## src/rtl/sd_spi_responder.sv

```systemverilog
// SPI-mode SD card responder: decodes 6-byte commands, answers with R1, and serves CMD17/CMD24 from byte memory.
// Latency: R1 follows the CRC byte after NCR_BYTES filler bytes; a write strobe fires 1 clk after each data byte is seen.
// Backpressure: none; the host owns sclk, and the card answers at whatever rate it is clocked.
//
// Ports: clk/rst (async active-low); cs/sclk/mosi/miso SPI mode 0 (inputs 2-FF synchronized);
//        mem_addr={block,index[8:0]}, mem_rd_data (1 clk after mem_addr), mem_wr_en/mem_wr_data;
//        card_idle, last_cmd, state_dbg status.
// Build option: define SDR_CRC7_CHECK_EN to verify the command CRC7 (plus end bit) before executing.
module sd_spi_responder #(
  parameter int BLOCK_ADDR_W = 8,
  parameter int NCR_BYTES    = 1,
  parameter int RD_GAP_BYTES = 2,
  parameter int BUSY_BYTES   = 4
) (
  input  logic                    clk,
  input  logic                    rst,
  input  logic                    cs,
  input  logic                    sclk,
  input  logic                    mosi,
  output logic                    miso,
  output logic [BLOCK_ADDR_W+8:0] mem_addr,
  input  logic [7:0]              mem_rd_data,
  output logic                    mem_wr_en,
  output logic [7:0]              mem_wr_data,
  output logic                    card_idle,
  output logic [5:0]              last_cmd,
  output logic [3:0]              state_dbg
);

  typedef enum logic [3:0] {
    WAIT_CMD    = 4'd0,  RECV_CMD = 4'd1,  NCR     = 4'd2,  SEND_R1 = 4'd3,
    RD_GAP      = 4'd4,  RD_TOK   = 4'd5,  RD_DATA = 4'd6,  RD_CRC  = 4'd7,
    WR_WAIT_TOK = 4'd8,  WR_DATA  = 4'd9,  WR_CRC  = 4'd10, WR_RESP = 4'd11,
    WR_BUSY     = 4'd12
  } state_t;

  state_t state, state_nxt;

  logic [1:0] cs_sync, sclk_sync, mosi_sync;
  logic       sclk_q;
  logic       cs_hi, sclk_rise, sclk_fall, byte_done, load_tx;
  logic [2:0] bit_cnt;
  logic [6:0] rx_sr;
  logic [7:0] rx_byte, tx_sr, tx_nxt;
  logic       reload_pend;

  logic [9:0]              cnt;
  logic [5:0]              cmd_q;
  logic [31:0]             arg_q;
  logic [7:0]              r1_q, r1_new;
  logic                    go_rd, go_wr, app_flag;
  logic                    idle_new, app_new, rd_ok, wr_ok, crc_ok;
  logic [BLOCK_ADDR_W-1:0] blk_q;
  logic [8:0]              idx_q;

  always_ff @(posedge clk or negedge rst) begin
    if (!rst) begin
      cs_sync   <= 2'b11;
      sclk_sync <= 2'b00;
      mosi_sync <= 2'b11;
      sclk_q    <= 1'b0;
    end else begin
      cs_sync   <= {cs_sync[0], cs};
      sclk_sync <= {sclk_sync[0], sclk};
      mosi_sync <= {mosi_sync[0], mosi};
      sclk_q    <= sclk_sync[1];
    end
  end

  // Edges are masked while deselected so a cs rise always wins over a byte completing.
  assign cs_hi     = cs_sync[1];
  assign sclk_rise = ~cs_hi & sclk_sync[1] & ~sclk_q;
  assign sclk_fall = ~cs_hi & ~sclk_sync[1] & sclk_q;
  assign rx_byte   = {rx_sr, mosi_sync[1]};
  assign byte_done = sclk_rise & (bit_cnt == 3'd7);
  assign load_tx   = sclk_fall & reload_pend;

  always_comb begin
    tx_nxt = 8'hFF;
    case (state)
      SEND_R1: tx_nxt = r1_q;
      RD_TOK:  tx_nxt = 8'hFE;
      RD_DATA: tx_nxt = mem_rd_data;
      WR_RESP: tx_nxt = 8'h05;
      WR_BUSY: tx_nxt = 8'h00;
      default: tx_nxt = 8'hFF;
    endcase
  end

  // Shift engine: sample on rise, drive on fall; the next byte is chosen by the
  // state that the 8th rise moved us into, and loaded on the following fall.
  always_ff @(posedge clk or negedge rst) begin
    if (!rst) begin
      bit_cnt     <= 3'd0;
      rx_sr       <= 7'd0;
      tx_sr       <= 8'hFF;
      reload_pend <= 1'b0;
      miso        <= 1'b1;
    end else if (cs_hi) begin
      bit_cnt     <= 3'd0;
      tx_sr       <= 8'hFF;
      reload_pend <= 1'b0;
      miso        <= 1'b1;
    end else begin
      if (sclk_rise) begin
        rx_sr   <= rx_byte[6:0];
        bit_cnt <= bit_cnt + 3'd1;
        if (bit_cnt == 3'd7) reload_pend <= 1'b1;
      end
      if (sclk_fall) begin
        if (reload_pend) begin
          miso        <= tx_nxt[7];
          tx_sr       <= {tx_nxt[6:0], 1'b1};
          reload_pend <= 1'b0;
        end else begin
          miso  <= tx_sr[7];
          tx_sr <= {tx_sr[6:0], 1'b1};
        end
      end
    end
  end

`ifdef SDR_CRC7_CHECK_EN
  function automatic logic [6:0] crc7_40(input logic [39:0] d);
    logic [6:0] c;
    logic       fb;
    c = 7'd0;
    for (int i = 39; i >= 0; i--) begin
      fb = d[i] ^ c[6];
      c  = {c[5:0], 1'b0};
      if (fb) c = c ^ 7'h09;
    end
    return c;
  endfunction
`endif

  // Command decode, evaluated while the CRC byte is the received byte.
  always_comb begin
    r1_new   = {7'd0, card_idle} | 8'h04;
    idle_new = card_idle;
    app_new  = 1'b0;
    rd_ok    = 1'b0;
    wr_ok    = 1'b0;
    crc_ok   = 1'b1;
`ifdef SDR_CRC7_CHECK_EN
    // The end bit must be 1 as well, so a CRC byte with bit0 clear is rejected.
    crc_ok = (rx_byte == {crc7_40({2'b01, cmd_q, arg_q}), 1'b1});
`endif
    if (!crc_ok) begin
      r1_new = {7'd0, card_idle} | 8'h08;
    end else begin
      case (cmd_q)
        6'd0:  begin r1_new = 8'h01; idle_new = 1'b1; end
        6'd1:  begin r1_new = 8'h00; idle_new = 1'b0; end
        6'd55: begin r1_new = {7'd0, card_idle}; app_new = 1'b1; end
        6'd41: if (app_flag) begin r1_new = 8'h00; idle_new = 1'b0; end
        6'd16: r1_new = {7'd0, card_idle};
        6'd17, 6'd24: begin
          if (card_idle)                    r1_new = 8'h05;
          else if (|arg_q[31:BLOCK_ADDR_W]) r1_new = 8'h40;
          else begin
            r1_new = 8'h00;
            rd_ok  = (cmd_q == 6'd17);
            wr_ok  = (cmd_q == 6'd24);
          end
        end
        default: ;
      endcase
    end
  end

  always_ff @(posedge clk or negedge rst) begin
    if (!rst) state <= WAIT_CMD;
    else      state <= state_nxt;
  end

  always_comb begin
    state_nxt = state;
    if (cs_hi) begin
      state_nxt = WAIT_CMD;
    end else if (byte_done) begin
      case (state)
        WAIT_CMD:    if (rx_byte[7:6] == 2'b01) state_nxt = RECV_CMD;
        RECV_CMD:    if (cnt == 10'd4) state_nxt = NCR;
        NCR:         if (cnt == 10'(NCR_BYTES - 1)) state_nxt = SEND_R1;
        SEND_R1:     state_nxt = go_rd ? RD_GAP : (go_wr ? WR_WAIT_TOK : WAIT_CMD);
        RD_GAP:      if (cnt == 10'(RD_GAP_BYTES - 1)) state_nxt = RD_TOK;
        RD_TOK:      state_nxt = RD_DATA;
        RD_DATA:     if (cnt == 10'd512) state_nxt = RD_CRC;
        RD_CRC:      if (cnt == 10'd1) state_nxt = WAIT_CMD;
        WR_WAIT_TOK: if (rx_byte == 8'hFE) state_nxt = WR_DATA;
        WR_DATA:     if (cnt == 10'd511) state_nxt = WR_CRC;
        WR_CRC:      if (cnt == 10'd1) state_nxt = WR_RESP;
        WR_RESP:     state_nxt = WR_BUSY;
        WR_BUSY:     if (cnt == 10'(BUSY_BYTES - 1)) state_nxt = WAIT_CMD;
        default:     state_nxt = WAIT_CMD;
      endcase
    end
  end

  // cnt counts completed bytes in the current state, except in RD_DATA where it
  // counts bytes loaded, so the address for the next byte leads by one.
  always_ff @(posedge clk or negedge rst) begin
    if (!rst) begin
      cnt         <= 10'd0;
      cmd_q       <= 6'd0;
      arg_q       <= 32'd0;
      r1_q        <= 8'h00;
      go_rd       <= 1'b0;
      go_wr       <= 1'b0;
      app_flag    <= 1'b0;
      card_idle   <= 1'b1;
      last_cmd    <= 6'd0;
      blk_q       <= '0;
      idx_q       <= 9'd0;
      mem_wr_en   <= 1'b0;
      mem_wr_data <= 8'h00;
    end else begin
      mem_wr_en <= 1'b0;
      if (cs_hi) begin
        cnt <= 10'd0;
      end else begin
        if (byte_done) begin
          if (state_nxt != state)  cnt <= 10'd0;
          else if (state != RD_DATA) cnt <= cnt + 10'd1;
          case (state)
            WAIT_CMD: if (state_nxt == RECV_CMD) cmd_q <= rx_byte[5:0];
            RECV_CMD: begin
              if (cnt != 10'd4) begin
                arg_q <= {arg_q[23:0], rx_byte};
              end else begin
                last_cmd  <= cmd_q;
                r1_q      <= r1_new;
                card_idle <= idle_new;
                app_flag  <= app_new;
                go_rd     <= rd_ok;
                go_wr     <= wr_ok;
                blk_q     <= arg_q[BLOCK_ADDR_W-1:0];
                idx_q     <= 9'd0;
              end
            end
            WR_DATA: begin
              mem_wr_en   <= 1'b1;
              mem_wr_data <= rx_byte;
              idx_q       <= cnt[8:0];
            end
            default: ;
          endcase
        end
        if (load_tx && state == RD_DATA) begin
          cnt <= cnt + 10'd1;
          if (cnt != 10'd511) idx_q <= cnt[8:0] + 9'd1;
        end
      end
    end
  end

  assign mem_addr  = {blk_q, idx_q};
  assign state_dbg = state;

endmodule
```

## config.mk

```make
export PLATFORM = sky130hd
export DESIGN_NAME = sd_spi_responder
export DESIGN_NICKNAME = d
export VERILOG_FILES = /design/src/rtl/sd_spi_responder.sv
export SDC_FILE = /design/constraint.sdc
export NUM_CORES = 1
export LEC_CHECK = 0
export CAP_MARGIN = 10
export CORE_ASPECT_RATIO = 2
export CORE_UTILIZATION = 49
export DETAILED_ROUTE_END_ITERATION = 6
export GPL_ROUTABILITY_DRIVEN = 1
export GPL_TIMING_DRIVEN = 0
export HOLD_SLACK_MARGIN = 0.12
export PLACE_DENSITY = 0.74
export SYNTH_ARGS = -nofsm -noshare
export SYNTH_HDL_FRONTEND = slang
export SYNTH_SLANG_ARGS = --single-unit
```

## constraint.sdc

```tcl
create_clock -name clk -period 5.2 [get_ports clk]
set_input_delay 1.3 -clock clk [delete_from_list [all_inputs] [get_ports clk]]
set_output_delay 1.3 -clock clk [all_outputs]
set_load 0.01 [all_outputs]
```

==> out/results.ini <==
[status]
outcome = complete, no violations

[cts]
path_clk_slew_ns = 0.05
clockRootBuffer = clkbuf_16
cts_inserted_buffers = 17
cts_resized = 0
cts_setup_buffers = 0
ctsHoldBuffers = 0
clk_latency_ns = 0.41
cts_tree = built
numClockSinks = 117
clockBufferDepth = 2
h-tree-depth = 4

[power]
vdd_drop_max_mv = 0.296
leakage_nw = 3.12
comb_power_share = 0.045
power_frac_seq = 0.426
p_clk_frac = 0.529
power_mw = 2.34
power.share.switching = 0.216
power_density_nw_per_um2 = 342
p_sw_uw = 505
internal_power_mw = 1.83

[global_route]
overflow = 0
grt_max_degree = 77
track_usage = 0.259
grt_pass1_wl_um = 23300
grt_pass1_vias = 4548
antenna_found_initial = 0

[logic_synthesis]
synth_fp_nets = 555
synth_flop_cell = dfrtp_1
synth_most_common_cell = dfrtp_1
synth_edf_count = 0
synth_cells = 536
syn-cell-area_um2 = 5510
synth_top_area_cell = dfrtp_1
synthTopCellsByCount = 104 x dfrtp_1, 98 x nand2_1, 44 x mux2_2
synth_area_leaders = dfrtp_1 47%, mux2_2 9.0%, nand2_1 6.7%, dfstp_2 6.2%, o21ai_0 2.6%
async_reset_ff_frac = 1.00
yosysSeqAreaShare = 0.534
syn_area_per_cell_um2 = 10.3
synth_seq_cells = 117
ys_warn_count = 0
yosysTopAreaCellShare = 0.472
yosys.cell_types.count = 61

[floorplan]
start_util = 0.504
die_area_um2 = 11700
die_w_um = 77.0
boundaryPins = 51
die_height_um = 152
rows = 54
coreArea_um2 = 10900

[timing]
fin_tns_setup_ns = 0
clock_skew_ns = 0.00841
max_slew.worst_pin.slew_ns = 0.815
final_max_slew_viol_count = 0
finalCritPeriodShare = 0.609
fmax_mhz = 316
min_period_ns = 3.17
fin_ws_ns = 2.03
setup_viol = 0
rsz0062_at_grt = no
report.final.hold_viol_count = 0
slew_headroom = 0.451

[final_layout]
fillers = 913
area_growth_pct = 24.1
antennaDiodeCount = 0
final_util = 0.625
drive_above_1_share = 0.181
finalNetCount = 625

[detailed_routing]
drc = 0
route.met3.wl_um = 585
wl_per_cell_um = 18.6
dr.pass1.iters = 5
ant_nets = 0
wl_met2_um = 8050
drtIter0Drc = 287
drt-total-wl_um = 14100
wl_met1_um = 4910
viasPerCell = 5.88
vias = 4460
top_layer = met4

[placed_design]
place_hpwl_um = 10300
gp_congestion = 0.943
numPortBuffers = 50
dp_slack_ns = 2.08

[critical_path]
worstPathMaxFanout = 8
worst_setup_path_end_kind = flip-flop
cp-start-kind = flip-flop
crit_type = flip-flop to flip-flop
critPathRequiredTime_ns = 5.51
arrival_ns = 3.48

[flow_run]
maxCapViolations = 0

[hold_path]
worst_hold_path_type = flip-flop to flip-flop

==> cells by family (layout without fill, tap and decap cells) <==
| kind of cell | after synthesis | in the layout | share of synthesized area |
|---|---|---|---|
| and+or+nand+nor | 218 | 218 | 0.196 |
| DFF | 117 | 117 | 0.534 |
| AOI/OAI and AO/OA | 101 | 101 | 0.121 |
| muxes | 47 | 47 | 0.0953 |
| buffers and inverters | 41 | 124 | 0.0304 |
| adders and majority gates | 6 | 6 | 0.0136 |
| xor gates and xnor gates | 6 | 6 | 0.00953 |
==> cell type report <==
class	instances	area, um^2	share of cell area
flip-flops and latches	117	2940	0.430
multi-input cells	378	2400	0.351
repair buffers	51	526	0.0768
clock buffers	24	482	0.0704
well taps	140	175	0.0256
clock inverters	8	146	0.0214
plain buffers	29	123	0.0179
inverters	12	45.0	0.00658
==> cell usage in the layout (no fill, tap or decap), types with 13 or more instances in the layout <==
cell,instances
a21oi_1,23
nor2_1,38
dfstp_2,13
clkdlybuf4s50_1,49
clkbuf_1,23
dfrtp_1,104
clkbuf_16,17
nand2_1,98
mux2_2,44
o21ai_0,29
==> per-stage QoR <==
step	hold slack [ns]	std cells	instance area, um^2
CTS	0.353	759	6840
floorplan	0.331	536	5510
global route	0.360	759	6840
global placement	0.335	726	6190
detailed placement	0.348	727	6210
finish	0.352	759	6840
==> worst paths after layout <==
kind                                   end  slack [ns]        from  depth (start not counted)
worst max-delay path                cnt[9]        2.03  bit_cnt[0]                          9
worst min-delay path            cs_sync[1]        0.35  cs_sync[0]                          0
worst max register to register      cnt[9]        2.03  bit_cnt[0]                          9
worst min register to register  cs_sync[1]        0.35  cs_sync[0]                          0
max in group asynchronous        card_idle        3.53         rst                          2
min in group asynchronous         idx_q[6]        0.88         rst                          1
==> per-layer routing <==
metal  vias to the layer above  GRT usage
met3                        39     0.0649
met4                         0      0.131
met2                       164      0.480
li1                       2040          -
met1                      2217      0.259
met5                         -          0
==> sequential cells by signal, summed over array words and instances (netlist names), 2 cells and up <==
signal and cells:
last_cmd 6, cs_sync 2, tx_sr 7, blk_q 8, arg_q 32, mem_wr_data 8, rx_sr 7, state_dbg 4
r1_q 3, cmd_q 6, bit_cnt 3, cnt 10, mosi_sync 2, sclk_sync 2, idx_q 9
==> power by group through the flow <==
stage          Sequential [mW]  Clock (mW)  Combinational [mW]
6_report                 0.997        1.24               0.104
5_1_grt                  0.997        1.30               0.114
4_1_cts                  0.994        1.25               0.106
3_5_place_dp              1.01           0               0.104
3_3_place_gp              1.01           0              0.0988
2_1_floorplan            0.983           0              0.0620
==> worst max-delay path, cell delays in order, from the launching register on <==
cell      delay, ns
dfrtp_1        0.37
ha_1           0.16
ha_1           0.14
nand3b_1       0.32
nor2_2         0.36
o21ai_0        0.37
o221a_2        0.44
nor4_4         0.48
nand2_2        0.18
o31ai_1        0.26
Power figures use the tool's default switching activity.
